`src/rtl/sopc_data_bus_pkg.sv`:
```
// sopc_bus_pkg: shared types and constants for the SOPC data-side bus.
//   state_e      - interconnect FSM states (IDLE/ERR/ACCESS/DONE)
//   ERR_DATA     - read data returned on decode error or timeout
//   ERR_CNT_W    - width of the saturating error counter
//   sat_inc()    - saturating increment for the error counter
package sopc_bus_pkg;

    typedef enum logic [1:0] {
        IDLE   = 2'd0,
        ERR    = 2'd1,
        ACCESS = 2'd2,
        DONE   = 2'd3
    } state_e;

    localparam int ERR_DATA  = 0;
    localparam int ERR_CNT_W = 8;
    localparam logic [ERR_CNT_W-1:0] ERR_CNT_MAX = '1;

    function automatic logic [ERR_CNT_W-1:0] sat_inc(input logic [ERR_CNT_W-1:0] v);
        return (v == ERR_CNT_MAX) ? v : v + ERR_CNT_W'(1);
    endfunction

endpackage

```
`src/rtl/sopc_data_bus_if.sv`:
```
// sopc_data_bus_if: CPU-side and slave-side signals of the data bus.
//   m_*  CPU data port: m_ce/m_we/m_sel/m_addr/m_wdata in, m_rdata/m_stall/m_ack/m_err out
//   s_*  slave ports:   s_ce (one-hot), s_we/s_sel/s_addr/s_wdata broadcast, s_rdata/s_ready back
// Modports:
//   slave  - the interconnect as seen by the CPU (it is the CPU's slave)
//   master - the interconnect as seen by the slaves (it is their master)
// Handshake: the CPU raises m_ce with a stable request; m_stall stays high
// until the completion cycle, in which m_ack pulses for exactly one cycle
// (with m_err on failure). A slave sees s_ce high for as long as the access
// lasts and finishes it by raising s_ready in any of those cycles.
interface sopc_data_bus_if #(
    parameter int NUM_SLAVES = 4,
    parameter int ADDR_W     = 32,
    parameter int DATA_W     = 32
);
    logic                         m_ce;
    logic                         m_we;
    logic [DATA_W/8-1:0]          m_sel;
    logic [ADDR_W-1:0]            m_addr;
    logic [DATA_W-1:0]            m_wdata;
    logic [DATA_W-1:0]            m_rdata;
    logic                         m_stall;
    logic                         m_ack;
    logic                         m_err;

    logic [NUM_SLAVES-1:0]        s_ce;
    logic                         s_we;
    logic [DATA_W/8-1:0]          s_sel;
    logic [ADDR_W-1:0]            s_addr;
    logic [DATA_W-1:0]            s_wdata;
    logic [NUM_SLAVES*DATA_W-1:0] s_rdata;
    logic [NUM_SLAVES-1:0]        s_ready;

    modport slave (
        input  m_ce, m_we, m_sel, m_addr, m_wdata,
        output m_rdata, m_stall, m_ack, m_err
    );

    modport master (
        output s_ce, s_we, s_sel, s_addr, s_wdata,
        input  s_rdata, s_ready
    );
endinterface

```
`src/rtl/sopc_data_bus_timeout.sv`:
```
// sopc_bus_timeout: access-duration counter.
//   clk, rst   - clock, asynchronous active-low reset
//   clr_i      - force the count back to 0 (has priority over en_i)
//   en_i       - advance the count by one
//   expire_o   - high while the count equals TIMEOUT-1
module sopc_bus_timeout #(
    parameter int TIMEOUT = 16
) (
    input  logic clk,
    input  logic rst,
    input  logic clr_i,
    input  logic en_i,
    output logic expire_o
);
    // TIMEOUT >= 2, so CW >= 1 and TIMEOUT-1 always fits.
    localparam int CW = $clog2(TIMEOUT);

    logic [CW-1:0] cnt_q, cnt_d;

    always_comb begin
        cnt_d = cnt_q;
        if (clr_i) begin
            cnt_d = '0;
        end else if (en_i) begin
            cnt_d = cnt_q + CW'(1);
        end
    end

    always_ff @(posedge clk or negedge rst) begin
        if (!rst) begin
            cnt_q <= '0;
        end else begin
            cnt_q <= cnt_d;
        end
    end

    assign expire_o = (cnt_q == CW'(TIMEOUT - 1));
endmodule

```
`src/rtl/sopc_data_bus.sv`:
```
// sopc_data_bus: CPU data port to NUM_SLAVES memory-mapped slaves.
//   clk, rst     - clock, asynchronous active-low reset
//   cpu          - CPU-side request/response (sopc_data_bus_if.slave)
//   mem          - slave-side select/broadcast/ready (sopc_data_bus_if.master)
//   err_cnt      - saturating count of transactions acked with m_err
//   state_dbg_o  - current FSM state
// The top address bits pick the slave. The request is latched in IDLE and
// broadcast from the latch, so dropping m_ce mid-transaction cannot tear a
// write. Accesses that never see s_ready are ended by the timeout.
module sopc_data_bus
    import sopc_bus_pkg::*;
#(
    parameter int NUM_SLAVES = 4,
    parameter int ADDR_W     = 32,
    parameter int DATA_W     = 32,
    parameter int IDX_W      = 4,
    parameter int TIMEOUT    = 16
) (
    input  logic                  clk,
    input  logic                  rst,
    sopc_data_bus_if.slave        cpu,
    sopc_data_bus_if.master       mem,
    output logic [ERR_CNT_W-1:0]  err_cnt,
    output state_e                state_dbg_o
);
    localparam int SEL_W = DATA_W / 8;
    localparam logic [IDX_W:0] NUM_SLAVES_W = (IDX_W + 1)'(NUM_SLAVES);

    state_e                 state_q, state_d;
    logic                   we_q, we_d;
    logic [SEL_W-1:0]       sel_q, sel_d;
    logic [ADDR_W-1:0]      addr_q, addr_d;
    logic [DATA_W-1:0]      wdata_q, wdata_d;
    logic [DATA_W-1:0]      rdata_q, rdata_d;
    logic [IDX_W-1:0]       idx_q, idx_d;
    logic                   err_q, err_d;
    logic [ERR_CNT_W-1:0]   err_cnt_q, err_cnt_d;

    logic [IDX_W-1:0]       req_idx;
    logic                   req_in_range;
    logic                   sel_ready;
    logic [DATA_W-1:0]      sel_rdata;
    logic [NUM_SLAVES-1:0]  s_ce_vec;
    logic                   in_access;
    logic                   expire;

    assign req_idx      = cpu.m_addr[ADDR_W-1 -: IDX_W];
    assign req_in_range = ({1'b0, req_idx} < NUM_SLAVES_W);
    assign in_access    = (state_q == ACCESS);

    // Only the addressed slave's ready/data are looked at; the rest are ignored.
    always_comb begin
        sel_ready = 1'b0;
        sel_rdata = '0;
        s_ce_vec  = '0;
        for (int i = 0; i < NUM_SLAVES; i++) begin
            if (idx_q == IDX_W'(i)) begin
                sel_ready   = mem.s_ready[i];
                sel_rdata   = mem.s_rdata[i*DATA_W +: DATA_W];
                s_ce_vec[i] = in_access;
            end
        end
    end

    sopc_bus_timeout #(
        .TIMEOUT (TIMEOUT)
    ) u_timeout (
        .clk      (clk),
        .rst      (rst),
        .clr_i    (!in_access),
        .en_i     (in_access),
        .expire_o (expire)
    );

    always_comb begin
        state_d   = state_q;
        we_d      = we_q;
        sel_d     = sel_q;
        addr_d    = addr_q;
        wdata_d   = wdata_q;
        rdata_d   = rdata_q;
        idx_d     = idx_q;
        err_d     = err_q;
        err_cnt_d = err_cnt_q;

        unique case (state_q)
            IDLE: begin
                if (cpu.m_ce) begin
                    we_d    = cpu.m_we;
                    sel_d   = cpu.m_sel;
                    addr_d  = cpu.m_addr;
                    wdata_d = cpu.m_wdata;
                    idx_d   = req_idx;
                    rdata_d = DATA_W'(ERR_DATA);
                    err_d   = 1'b0;
                    state_d = req_in_range ? ACCESS : ERR;
                end
            end
            ACCESS: begin
                // Ready wins over expiry when both land in the same cycle.
                if (sel_ready) begin
                    rdata_d = we_q ? '0 : sel_rdata;
                    err_d   = 1'b0;
                    state_d = DONE;
                end else if (expire) begin
                    rdata_d = DATA_W'(ERR_DATA);
                    err_d   = 1'b1;
                    state_d = DONE;
                end
            end
            ERR: begin
                rdata_d = DATA_W'(ERR_DATA);
                err_d   = 1'b1;
                state_d = DONE;
            end
            DONE: begin
                if (err_q) begin
                    err_cnt_d = sat_inc(err_cnt_q);
                end
                state_d = IDLE;
            end
            default: state_d = IDLE;
        endcase
    end

    always_ff @(posedge clk or negedge rst) begin
        if (!rst) begin
            state_q   <= IDLE;
            we_q      <= 1'b0;
            sel_q     <= '0;
            addr_q    <= '0;
            wdata_q   <= '0;
            rdata_q   <= '0;
            idx_q     <= '0;
            err_q     <= 1'b0;
            err_cnt_q <= '0;
        end else begin
            state_q   <= state_d;
            we_q      <= we_d;
            sel_q     <= sel_d;
            addr_q    <= addr_d;
            wdata_q   <= wdata_d;
            rdata_q   <= rdata_d;
            idx_q     <= idx_d;
            err_q     <= err_d;
            err_cnt_q <= err_cnt_d;
        end
    end

    assign mem.s_ce    = s_ce_vec;
    assign mem.s_we    = we_q;
    assign mem.s_sel   = sel_q;
    assign mem.s_addr  = addr_q;
    assign mem.s_wdata = wdata_q;

    assign cpu.m_ack   = (state_q == DONE);
    assign cpu.m_err   = (state_q == DONE) & err_q;
    assign cpu.m_rdata = (state_q == DONE) ? rdata_q : '0;
    // A request arriving in DONE stays stalled-free but is only taken in IDLE.
    assign cpu.m_stall = cpu.m_ce & (state_q != DONE);

    assign err_cnt     = err_cnt_q;
    assign state_dbg_o = state_q;
endmodule

```
`src/flat_wrapper.sv`:
```
// flat-port wrapper written by rule: the top's interface ports become plain ports
module sopc_data_bus_flat import sopc_bus_pkg::*;
#(
    parameter int NUM_SLAVES = 4,
    parameter int ADDR_W     = 32,
    parameter int DATA_W     = 32,
    parameter int IDX_W      = 4,
    parameter int TIMEOUT    = 16
)
  (clk, rst, err_cnt, state_dbg_o, cpu_m_ce, cpu_m_we, cpu_m_sel, cpu_m_addr, cpu_m_wdata, cpu_m_rdata, cpu_m_stall, cpu_m_ack, cpu_m_err, mem_s_ce, mem_s_we, mem_s_sel, mem_s_addr, mem_s_wdata, mem_s_rdata, mem_s_ready);
  sopc_data_bus_if #(.NUM_SLAVES(NUM_SLAVES), .ADDR_W(ADDR_W), .DATA_W(DATA_W)) cpu_i ();
  sopc_data_bus_if #(.NUM_SLAVES(NUM_SLAVES), .ADDR_W(ADDR_W), .DATA_W(DATA_W)) mem_i ();
  input  logic clk;
  input  logic rst;
  output logic [ERR_CNT_W-1:0] err_cnt;
  output state_e state_dbg_o;
  input wire logic [$bits(cpu_i.m_ce)-1:0] cpu_m_ce;
  input wire logic [$bits(cpu_i.m_we)-1:0] cpu_m_we;
  input wire logic [$bits(cpu_i.m_sel)-1:0] cpu_m_sel;
  input wire logic [$bits(cpu_i.m_addr)-1:0] cpu_m_addr;
  input wire logic [$bits(cpu_i.m_wdata)-1:0] cpu_m_wdata;
  output wire logic [$bits(cpu_i.m_rdata)-1:0] cpu_m_rdata;
  output wire logic [$bits(cpu_i.m_stall)-1:0] cpu_m_stall;
  output wire logic [$bits(cpu_i.m_ack)-1:0] cpu_m_ack;
  output wire logic [$bits(cpu_i.m_err)-1:0] cpu_m_err;
  output wire logic [$bits(mem_i.s_ce)-1:0] mem_s_ce;
  output wire logic [$bits(mem_i.s_we)-1:0] mem_s_we;
  output wire logic [$bits(mem_i.s_sel)-1:0] mem_s_sel;
  output wire logic [$bits(mem_i.s_addr)-1:0] mem_s_addr;
  output wire logic [$bits(mem_i.s_wdata)-1:0] mem_s_wdata;
  input wire logic [$bits(mem_i.s_rdata)-1:0] mem_s_rdata;
  input wire logic [$bits(mem_i.s_ready)-1:0] mem_s_ready;
  assign cpu_i.m_ce = cpu_m_ce;
  assign cpu_i.m_we = cpu_m_we;
  assign cpu_i.m_sel = cpu_m_sel;
  assign cpu_i.m_addr = cpu_m_addr;
  assign cpu_i.m_wdata = cpu_m_wdata;
  assign cpu_m_rdata = cpu_i.m_rdata;
  assign cpu_m_stall = cpu_i.m_stall;
  assign cpu_m_ack = cpu_i.m_ack;
  assign cpu_m_err = cpu_i.m_err;
  assign mem_s_ce = mem_i.s_ce;
  assign mem_s_we = mem_i.s_we;
  assign mem_s_sel = mem_i.s_sel;
  assign mem_s_addr = mem_i.s_addr;
  assign mem_s_wdata = mem_i.s_wdata;
  assign mem_i.s_rdata = mem_s_rdata;
  assign mem_i.s_ready = mem_s_ready;
  sopc_data_bus #(.NUM_SLAVES(NUM_SLAVES), .ADDR_W(ADDR_W), .DATA_W(DATA_W), .IDX_W(IDX_W), .TIMEOUT(TIMEOUT)) u_core (.clk(clk), .rst(rst), .cpu(cpu_i), .mem(mem_i), .err_cnt(err_cnt), .state_dbg_o(state_dbg_o));
endmodule
```
`config.mk`:
```
export PLATFORM = sky130hd
export DESIGN_NAME = sopc_data_bus_flat
export DESIGN_NICKNAME = d
export VERILOG_FILES = /design/src/rtl/sopc_data_bus_pkg.sv /design/src/rtl/sopc_data_bus_if.sv /design/src/rtl/sopc_data_bus_timeout.sv /design/src/rtl/sopc_data_bus.sv /design/src/flat_wrapper.sv
export SDC_FILE = /design/constraint.sdc
export NUM_CORES = 1
export LEC_CHECK = 0
export BUFFER_PORTS_ARGS = -buffer_cell sky130_fd_sc_hd__clkbuf_2
export CAP_MARGIN = 20
export CORE_MARGIN = 1
export CORE_UTILIZATION = 40
export DETAILED_ROUTE_END_ITERATION = 7
export PLACE_DENSITY_LB_ADDON = 0.3
export SYNTH_ARGS = -nofsm -noshare
export SYNTH_HDL_FRONTEND = slang
export SYNTH_HIERARCHICAL = 1
export SYNTH_SLANG_ARGS = --single-unit
```
`constraint.sdc`:
```
create_clock -name clk -period 3.92 [get_ports clk]
set_input_delay 0 -clock clk [delete_from_list [all_inputs] [get_ports clk]]
set_output_delay 0 -clock clk [all_outputs]
set_load 0.01 [all_outputs]
```
==> results.sh <==
export IMPL_htreeDepth=4
export IMPL_first_pass_iters=7
export IMPL_gr_usage_met3_pct=6.932
export IMPL_vias=5496
export IMPL_p_leak_nw=4.579
export IMPL_clock_latency_ns=0.41
export IMPL_dp_hpwl_microns=13590
export IMPL_path_max_fanout=19
export IMPL_rsz0062_at_grt="no"
export IMPL_post_route_min_period_ns=2.573
export IMPL_cpMaxStageDelayCell="dfrtp_1"
export IMPL_fin_tns_setup_ns=0
export IMPL_pin_count=322
export IMPL_diodes=0
export IMPL_via_per_inst=5.122
export IMPL_max_slew_margin_rel_pct=35.35
export IMPL_netlist_instances=489
export IMPL_dp_worst_setup_slack_ns=1.310
export IMPL_drc=23
export IMPL_max_freq_mhz=388.7
export IMPL_drive_gt1_share_pct=60.07
export IMPL_tritoncts="built"
export IMPL_worstMarginPinSlew_ns=0.9698
export IMPL_vdd_ir_drop_worst_mv=0.4516
export IMPL_timing_final_crit_share_pct=65.63
export IMPL_hold_violations=0
export IMPL_crit_buf_inv=1
export IMPL_worst_slack_ns=1.347
export IMPL_synth_cell_types=41
export IMPL_clockRootBuffer="clkbuf_16"
export IMPL_numCtsBuffers=17
export IMPL_fp_dieH_microns=125.4
export IMPL_initial_utilization_pct=41.43
export IMPL_yosysSeqAreaShare_pct=47.67
export IMPL_final_max_slew_viol_count=0
export IMPL_clockBufferDepth=2
export IMPL_synth_nets=699
export IMPL_power_density_nw_per_um2=673.6
export IMPL_ant_nets=0
export IMPL_grt_max_degree=78
export IMPL_grt_total_usage_pct=25.08
export IMPL_areaGrowthSynthToFinish_pct=50.81
export IMPL_maxCapViolCount=0
export IMPL_die_x_microns=125.4
export IMPL_clk_pin_slew_worst_paths_ns=0.05
export IMPL_end_kind="register"
export IMPL_cp_required_ns=4.21
export IMPL_violations="DRC"
export IMPL_hold_buffers=71
export IMPL_grt_pass1_vias=6058
export IMPL_top_usage_layer="met2"
export IMPL_port_buffer_count=321
export IMPL_status="complete, but fails checks"
export IMPL_synth_area_per_cell_sq_um=12.45
export IMPL_start_kind="register"
export IMPL_setup_viol=0
export IMPL_finalWirelength_microns=19220
export IMPL_grt_overflow=0
export IMPL_use_met2_pct=45.88
export IMPL_grtUsageMet1_pct=27.07
export IMPL_synth_cell_area_sq_um=6090
export IMPL_multiInputGateArea_sq_um=3013
export IMPL_cts_setup_buffers=0
export IMPL_cp_cell_sequence="mux2i_1 > o22a_2 > a21boi_4 > buf_4 > mux2_2"
export IMPL_worst_ep_arrival_time_ns=2.86
export IMPL_core_area_sq_um=14700
export IMPL_wl_per_cell_microns=17.91
export IMPL_min_path_type="in2reg"
export IMPL_path_class="reg2reg"
export IMPL_ys_seq_elements=116
export IMPL_yosys_warnings=6
export IMPL_nets=1086
export IMPL_postPlaceCellArea_sq_um=7858
export IMPL_cts_resized_gates=0
export IMPL_finClkSkew_ns=0.006316
export IMPL_slowest_delay_ns=0.72
export IMPL_first_iter_violations=251
export IMPL_synthFlopType="dfrtp_1"
export IMPL_final_area_sq_um=9184
export IMPL_fill_cells=1137
export IMPL_final_seq_area_sq_um=2904
export IMPL_antenna_found_initial=0
export IMPL_grt_pass1_wl_microns=30740
export IMPL_synth_edff_count=0
export IMPL_place_congestion=0.8474
export IMPL_synthArstFlopShare_pct=100.0
export IMPL_num_rows=44
export IMPL_cts_sinks=116
export IMPL_critPathTopFamily="compound AO/OA/AOI/OAI gates"
export IMPL_fp_dieArea_sq_um=15720
==> registers in the layout, summed over array words and instances (netlist names) <==
name                    cells
u_core/err_cnt              8
u_core/err_q                1
u_core/mem.s_addr          32
u_core/mem.s_sel            4
u_core/mem.s_wdata         32
u_core/mem.s_we             1
u_core/rdata_q             32
u_core/state_dbg_o          2
u_core/u_timeout/cnt_q      4
==> synth_stat cells (2+ instances only) <==
| cell type | count | area, sq um |
|---|---|---|
| clkbuf_1 | 17 | 63.81 |
| nor2b_1 | 4 | 25.02 |
| nor2_1 | 39 | 146.4 |
| buf_6 | 3 | 33.78 |
| nor3b_1 | 3 | 22.52 |
| nand2_1 | 11 | 41.29 |
| xnor2_1 | 6 | 52.55 |
| and2_1 | 34 | 212.7 |
| and3_1 | 2 | 12.51 |
| and4_1 | 2 | 17.52 |
| buf_1 | 7 | 26.28 |
| mux2_2 | 157 | 1768 |
| ha_1 | 6 | 75.07 |
| xor2_1 | 2 | 17.52 |
| mux2i_1 | 3 | 30.03 |
| a21oi_1 | 3 | 15.01 |
| nand4_1 | 5 | 31.28 |
| buf_2 | 7 | 35.03 |
| mux4_2 | 4 | 90.09 |
| nand3b_1 | 2 | 15.01 |
| nand3_1 | 5 | 25.02 |
| inv_1 | 5 | 18.77 |
| dfrtp_1 | 116 | 2903 |
| o221ai_1 | 29 | 254.0 |
==> metrics by stage <==
stage / util (%) / total power (W) / hold slack, ns / instances
after floorplan: - / 0.003608 / -0.2956 / 489
after global placement: 53.46 / 0.004395 / 0.1888 / 970
after detailed placement: 53.46 / 0.004495 / 0.1953 / 970
after CTS: 62.48 / 0.006173 / 0.1423 / 1073
after global routing: 62.48 / 0.006532 / 0.1943 / 1073
final: 62.48 / 0.006186 / 0.1585 / 1073
==> routing by layer <==
| metal | up-vias | part of all wire [%] |
|---|---|---|
| li1 | 2554 | - |
| met1 | 2617 | 37 |
| met2 | 281 | 52 |
| met3 | 44 | 8.1 |
| met4 | 0 | 3.2 |
| met5 | - | 0 |
==> placed cells by master (no fill, tap or decap), drive strengths merged, types with 2 or more instances in the layout <==
cell type	count
nand3	5
xnor2	6
nor3b	3
mux4	4
and4	2
clkbuf	338
a21oi	3
mux2i	3
clkinv	7
nor2b	4
nand4	5
dfrtp	116
buf	12
nor2	39
mux2	159
or3b	2
nand2	11
and3	2
nand3b	2
bufinv	3
o221ai	29
inv	7
dlygate4sd3	71
ha	6
and2	34
clkinvlp	2
xor2	2
==> cell families (layout without fill, tap and decap cells) <==
| family | Yosys count | count (layout) | synth area share (%) |
|---|---|---|---|
| muxes | 166 | 166 | 31.44 |
| and+or+nand+nor | 112 | 112 | 9.636 |
| xor gates and xnor gates | 8 | 8 | 1.151 |
| adders and majority gates | 6 | 6 | 1.233 |
| AOI/OAI and AO/OA | 41 | 41 | 5.876 |
| DFF | 116 | 116 | 47.67 |
| buffers and inverters | 40 | 440 | 3.000 |
==> worst paths after layout <==
path,start,end,slack (ns),depth (start not counted)
max reg2reg,u_core/mem.s_addr[29],u_core/rdata_q[4],1.35,5
max,u_core/mem.s_addr[29],u_core/rdata_q[4],1.35,5
min reg2reg,u_core/rdata_q[20],u_core/rdata_q[20],0.49,1
max in group asynchronous,rst,u_core/rdata_q[8],2.54,3
min,mem_s_rdata[34],u_core/rdata_q[2],0.16,5
min in group asynchronous,rst,u_core/err_cnt[6],0.28,2
==> worst reg2reg max path, cell delays in order, from the launching register on <==
cell      delay [ns]
dfrtp_1         0.72
mux2i_1         0.19
o22a_2          0.33
a21boi_4        0.55
buf_4           0.31
mux2_2          0.35
==> where the power goes <==
group | internal [W] | leakage, nW | switching [W]
Sequential | 0.00163 | 1.46 | 0.000328
Clock | 0.00102 | 0.297 | 0.000577
Combinational | 0.00129 | 2.82 | 0.00134
==> cell type report <==
class	count	share of cell area (%)
multi-input combinational	333	32.81
sequential	116	31.62
timing repair buffer	403	26.16
clock buffer	18	4.782
tap	184	2.507
clock inverter	14	1.921
inverter	5	0.2044
(Power assumes the default switching activity.)
